## config.mk

```make
export PLATFORM = sky130hd
export DESIGN_NAME = float32_to_mxint8_quantizer
export DESIGN_NICKNAME = d
export VERILOG_FILES = /design/src/rtl/float32_to_mxint8_quantizer.sv
export SDC_FILE = /design/constraint.sdc
export NUM_CORES = 2
export LEC_CHECK = 0
export ABC_AREA = 0
export BUFFER_PORTS_ARGS = -buffer_cell sky130_fd_sc_hd__buf_2
export CORE_MARGIN = 2
export CORE_UTILIZATION = 55
export CTS_CLUSTER_DIAMETER = 40
export DETAILED_ROUTE_END_ITERATION = 6
export PLACE_DENSITY = 0.82
export SLEW_MARGIN = 20
export SYNTH_ARGS = -nofsm -noshare
export SYNTH_HDL_FRONTEND = slang
export SYNTH_SLANG_ARGS = --single-unit
```

## constraint.sdc

```tcl
create_clock -name clk -period 9.05 [get_ports clk]
set_clock_uncertainty 0.05 [all_clocks]
set_input_delay 0.905 -clock clk [delete_from_list [all_inputs] [get_ports clk]]
set_output_delay 0.905 -clock clk [all_outputs]
set_load 0.02 [all_outputs]
```

## src/rtl/float32_to_mxint8_quantizer.sv

```systemverilog
// Streaming FP32 -> MXINT8 block encoder: collects BLOCK_SIZE floats, derives the shared
// E8M0 scale from the largest exponent, then quantizes one element per cycle into the output block.
module float32_to_mxint8_quantizer #(
    parameter int BLOCK_SIZE    = 32,
    parameter int SCALE_WIDTH   = 8,
    parameter int ELEM_WIDTH    = 8,
    parameter int FLOAT32_WIDTH = 32
) (
    input  logic                                  clk,
    input  logic                                  rst,
    input  logic                                  i_valid,
    input  logic [FLOAT32_WIDTH-1:0]              i_float32,
    output logic                                  o_ready,
    output logic                                  o_valid,
    input  logic                                  i_ready,
    output logic [SCALE_WIDTH-1:0]                o_scale,
    output logic [BLOCK_SIZE-1:0][ELEM_WIDTH-1:0] o_mxint8_elements,
    output logic                                  o_is_NaN,
    output logic                                  o_saturated
);

    localparam int CW = $clog2(BLOCK_SIZE);
    localparam logic [CW-1:0] LAST = CW'(BLOCK_SIZE - 1);

    typedef enum logic [1:0] {
        COLLECT,
        QUANT,
        OUT
    } state_t;

    state_t                   state, next_state;
    logic [CW-1:0]            count;
    logic [7:0]               max_exp;
    logic                     nan_seen;
    logic [FLOAT32_WIDTH-1:0] data_buf [BLOCK_SIZE];

    logic                     accept;
    logic [7:0]               in_exp;

    assign accept = i_valid & o_ready;
    assign in_exp = i_float32[30:23];

    // Quantization datapath for the element currently addressed by count
    logic [FLOAT32_WIDTH-1:0] cur;
    logic [7:0]               cur_exp;
    logic [8:0]               diff;
    logic [4:0]               sh;
    logic [24:0]              sig, mask, half, rem;
    logic [7:0]               q8;
    logic                     rnd;
    logic [8:0]               mag;
    logic [7:0]               mag_sat;
    logic [7:0]               signed_e;
    logic                     sat;
    logic [ELEM_WIDTH-1:0]    elem;

    always_comb begin
        cur     = data_buf[count];
        cur_exp = cur[30:23];
        sig     = {1'b0, cur_exp != 8'd0, cur[22:0]};
        diff    = {1'b0, max_exp} - {1'b0, cur_exp};
        sh      = 5'd17 + diff[4:0];
        mask    = (25'd1 << sh) - 25'd1;
        half    = 25'd1 << (sh - 5'd1);
        rem     = sig & mask;
        q8      = 8'(sig >> sh);
        rnd     = (rem > half) || ((rem == half) && q8[0]);
        mag     = {1'b0, q8} + {8'd0, rnd};
        mag_sat = mag[7:0];
        sat     = 1'b0;
        // Shifts of 26 or more (diff >= 9) always round to zero
        if ((cur_exp == 8'd0) || (diff >= 9'd9) || nan_seen) begin
            mag_sat = 8'd0;
        end else if (mag > 9'd127) begin
            mag_sat = 8'd127;
            sat     = 1'b1;
        end
        signed_e = cur[31] ? (8'd0 - mag_sat) : mag_sat;
        elem     = ELEM_WIDTH'(signed_e);
    end

    always_comb begin
        next_state = state;
        unique case (state)
            COLLECT: if (accept && (count == LAST)) next_state = QUANT;
            QUANT:   if (count == LAST) next_state = OUT;
            OUT:     if (o_valid && i_ready) next_state = COLLECT;
            default: next_state = COLLECT;
        endcase
    end

    always_ff @(posedge clk or posedge rst) begin
        if (rst) begin
            state             <= COLLECT;
            count             <= '0;
            o_ready           <= 1'b1;
            o_valid           <= 1'b0;
            o_scale           <= '0;
            o_mxint8_elements <= '0;
            o_is_NaN          <= 1'b0;
            o_saturated       <= 1'b0;
            max_exp           <= '0;
            nan_seen          <= 1'b0;
        end else begin
            state   <= next_state;
            o_ready <= (next_state == COLLECT);
            unique case (state)
                COLLECT: begin
                    if (accept) begin
                        count <= count + CW'(1);
                        if (in_exp > max_exp) max_exp <= in_exp;
                        if (in_exp == 8'hFF) nan_seen <= 1'b1;
                    end
                end
                QUANT: begin
                    o_mxint8_elements[count] <= elem;
                    if (sat) o_saturated <= 1'b1;
                    o_scale  <= nan_seen ? '1 : SCALE_WIDTH'(max_exp);
                    o_is_NaN <= nan_seen;
                    count    <= count + CW'(1);
                end
                OUT: begin
                    // o_valid rises one cycle after entering OUT
                    if (!o_valid) begin
                        o_valid <= 1'b1;
                    end else if (i_ready) begin
                        o_valid     <= 1'b0;
                        o_is_NaN    <= 1'b0;
                        o_saturated <= 1'b0;
                        max_exp     <= '0;
                        nan_seen    <= 1'b0;
                    end
                end
                default: ;
            endcase
        end
    end

    always_ff @(posedge clk) begin
        if (accept) data_buf[count] <= i_float32;
    end

endmodule

```

==> impl_results.md <==
- Grt ovf: 0
- Initial Utilization: 55.5%
- Synth cell types: about 90
- Drt pass-1 iters: 7
- Non-filler instance count after layout: around 5400
- Failing checks: DRC
- Dpl hpwl: roughly 96000 µm
- GRT Total Usage: roughly a third
- Number of synthesized register bits: 1308
- Crit path max-delay cell type: dfrtp_4
- Crit-path max FO: 16
- Final setup TNS: 0 ns
- Max_cap viols: 0
- Total CTS buffers: 145
- Hold Vio Cnt, Final: 0
- Htree depth: 4
- Vias per cell: about 6.5
- Hold Path Class: in -> async
- Final Util: between 60% and 70%
- Capture point of the worst reg-to-reg path: o_mxint8_elements[252]
- Site Rows: 114
- Syn Area/Cell: ~15 µm²
- Vias in the first global route: 33900
- Worst path required time: 9.69 ns
- # DRC: 6
- Port-buffer cells: a little over 300
- Startpoint types: flip-flop
- Clock latency on the worst-skew pair: 0.78 ns
- Slew @ Worst Pin: 1.15 ns
- R2R Setup Slk: 0.35 ns
- CP endpoint kind: flip-flop
- Io pins: 304
- Relative slew slack: 23.5%
- Status: finished, violations left
- Area Overhead vs Synth: 17.7%
- Worst-path clk slew: 0.06 ns
- Final antenna-violating net count: 0
- Pin count of the biggest net entering global routing: between 150 and 200
- Synth warn: 0
- Crit share post-route: 96.1%
- Clock tree root buffer cell: clkbuf_16
- Worst r2r src: count[0]
- Initial antenna violation count: 4
- Clk sinks: about 1300
- Fin area: 0.0631 mm²
- Die width: 316 µm
- Post-synth EDFFs: 1024
- Routed wire length per instance: 29.8 µm
- Register area share after synthesis: a little over two thirds
- Share of cells above drive strength 1: approximately a quarter
- Largest stage delay, worst path: 0.53 ns
- Crit Path Category: reg -> reg
- First DRT Iteration DRCs: ~4700
- Final setup viols: 0
- Syn_nets: around 3600
- Fin crit period: slightly below 9 ns
- Placed cells: 5138
- Async S/R FF share, synth: 21.7%
- CP dominant cell by count: o21a_1
- Overall routed net length: 162000 µm
- Routed vias: 35400
- Synthesized cell area: 0.0536 mm²
- Core Area: 0.0966 mm²
- R2R cell count: 44
- Routability Congestion: 0.999
- Crit path DAT: 9.34 ns
- Clock buffer depth: 3
- Area post-placement: 0.0577 mm²
- Cells after synthesis: 3557
- First-pass GRT wire length: around 230000 µm
- Hold Buf Count CTS: 0
- CTS tree: done
- Fmax: roughly 0.11 GHz
- Die Ht: 316 µm
- Ys flop type: edfxtp_1
- Nets: 4124
- Final-report max-slew violation count: 0
- Total Die Area: between 0.09 and 0.1 mm²
placed cells by master (no fill, tap or decap), types with 131 or more instances in the layout:
cell and count:
buf_2 303, buf_4 224, clkbuf_16 145, dfrtp_1 278, edfxtp_1 1024, mux2i_1 477
nand2_1 240, nor2_1 176, o21ai_0 131, o22ai_1 256
routing by layer:
layer | GRT usage [%] | share of wire, % | vias up
met2 | 50.7 | 47 | 2412
li1 | - | - | 14700
met4 | 15.6 | 5.3 | 4
met1 | 42.6 | 36 | 17700
met3 | 5.98 | 11 | 500
met5 | 0 | 0.014 | -
timing repair:
item / CTS / global route
buffers inserted: 1 / 23
setup endpoints to repair: 32 / 193
pin swaps: 0 / 16
gates resized for setup: 2 / 52
cell usage after synthesis (12+ instances only):
cell      count  area share [%]
dfrtp_1     283              13
ha_1         54             1.3
nand3_1      60            0.56
o21a_1       12            0.17
nor2_1      209             1.5
buf_4        33            0.46
buf_2        65            0.61
mux2_2       50             1.1
nand2_1     240             1.7
and2_1       13            0.15
o21ai_1      24            0.22
nor4_1       59            0.69
inv_1        23            0.16
mux4_2       23            0.97
nor3_1       14            0.13
o31ai_1      25            0.35
mux2i_1     481             9.0
edfxtp_1   1024              57
xnor2_1      25            0.41
buf_6        19            0.40
o21ai_0     133             1.2
a211oi_1     12            0.17
nand4_1      15            0.18
o22ai_1     259             3.0
a21oi_2      30            0.49
a21oi_1     101            0.94
clkbuf_1     94            0.66
sequential cells by signal (all words and copies together) (netlist names):
| register | count |
|---|---|
| max_exp | 8 |
| o_saturated | 1 |
| o_ready | 1 |
| data_buf | 1024 |
| nan_seen | 1 |
| o_mxint8_elements | 256 |
| o_scale | 8 |
| count | 5 |
| state | 2 |
| o_valid | 1 |
| o_is_NaN | 1 |
worst max-delay path by stage:
stage	end	depth (start not counted)	slack [ns]	from
2_1_floorplan	o_mxint8_elements[204]	49	0.01	count[1]
3_3_place_gp	o_mxint8_elements[92]	43	0.15	count[1]
3_5_place_dp	o_mxint8_elements[92]	40	-0.09	count[1]
4_1_cts	o_mxint8_elements[92]	44	0.03	count[1]
5_1_grt	o_mxint8_elements[180]	46	-0.11	count[0]
6_report	o_mxint8_elements[252]	44	0.35	count[0]
cell families (layout without fill, tap and decap cells):
| kind of cell | after synthesis | after routing | share of synthesized area, % |
|---|---|---|---|
| multiplexers | 556 | 556 | 11.1 |
| other | 0 | 1 | 0 |
| adder cells (fa/ha/maj) | 55 | 55 | 1.30 |
| buffers and inverters | 244 | 841 | 2.38 |
| AND/OR/NAND/NOR | 689 | 689 | 6.07 |
| flip-flops | 1308 | 1308 | 70.7 |
| AO/OA/AOI/OAI | 672 | 672 | 7.93 |
| XOR/XNOR | 33 | 33 | 0.574 |
through the flow:
step	setup WS (ns)	hold WS [ns]
after global routing	-0.107	0.285
after detailed placement	-0.0922	0.401
final	0.353	0.204
after floorplan	0.0117	0.445
after global placement	0.152	0.398
after CTS	0.0312	0.244
area by class of cell:
type | instances | area (µm²)
fillers | 6493 | 33500
repair buffers | 549 | 3610
diodes | 1 | 2.50
clock buffers | 172 | 3810
multi-input cells | 2005 | 15000
inverters | 24 | 97.6
well taps | 1276 | 1600
flip-flops and latches | 1308 | 37900
clock inverters | 96 | 1080
critical path, delay by kind of cell (launching register included):
family	cells	cell delay, ns
AOI/OAI and AO/OA	19	3.18
xor gates and xnor gates	2	0.44
adders and majority gates	6	1.77
buffers and inverters	7	0.97
DFF	1	0.53
muxes	3	0.48
and+or+nand+nor	7	1.16
Power is not shown: default switching activity piles up to over one toggle a cycle in this logic, so the estimate is an artifact.
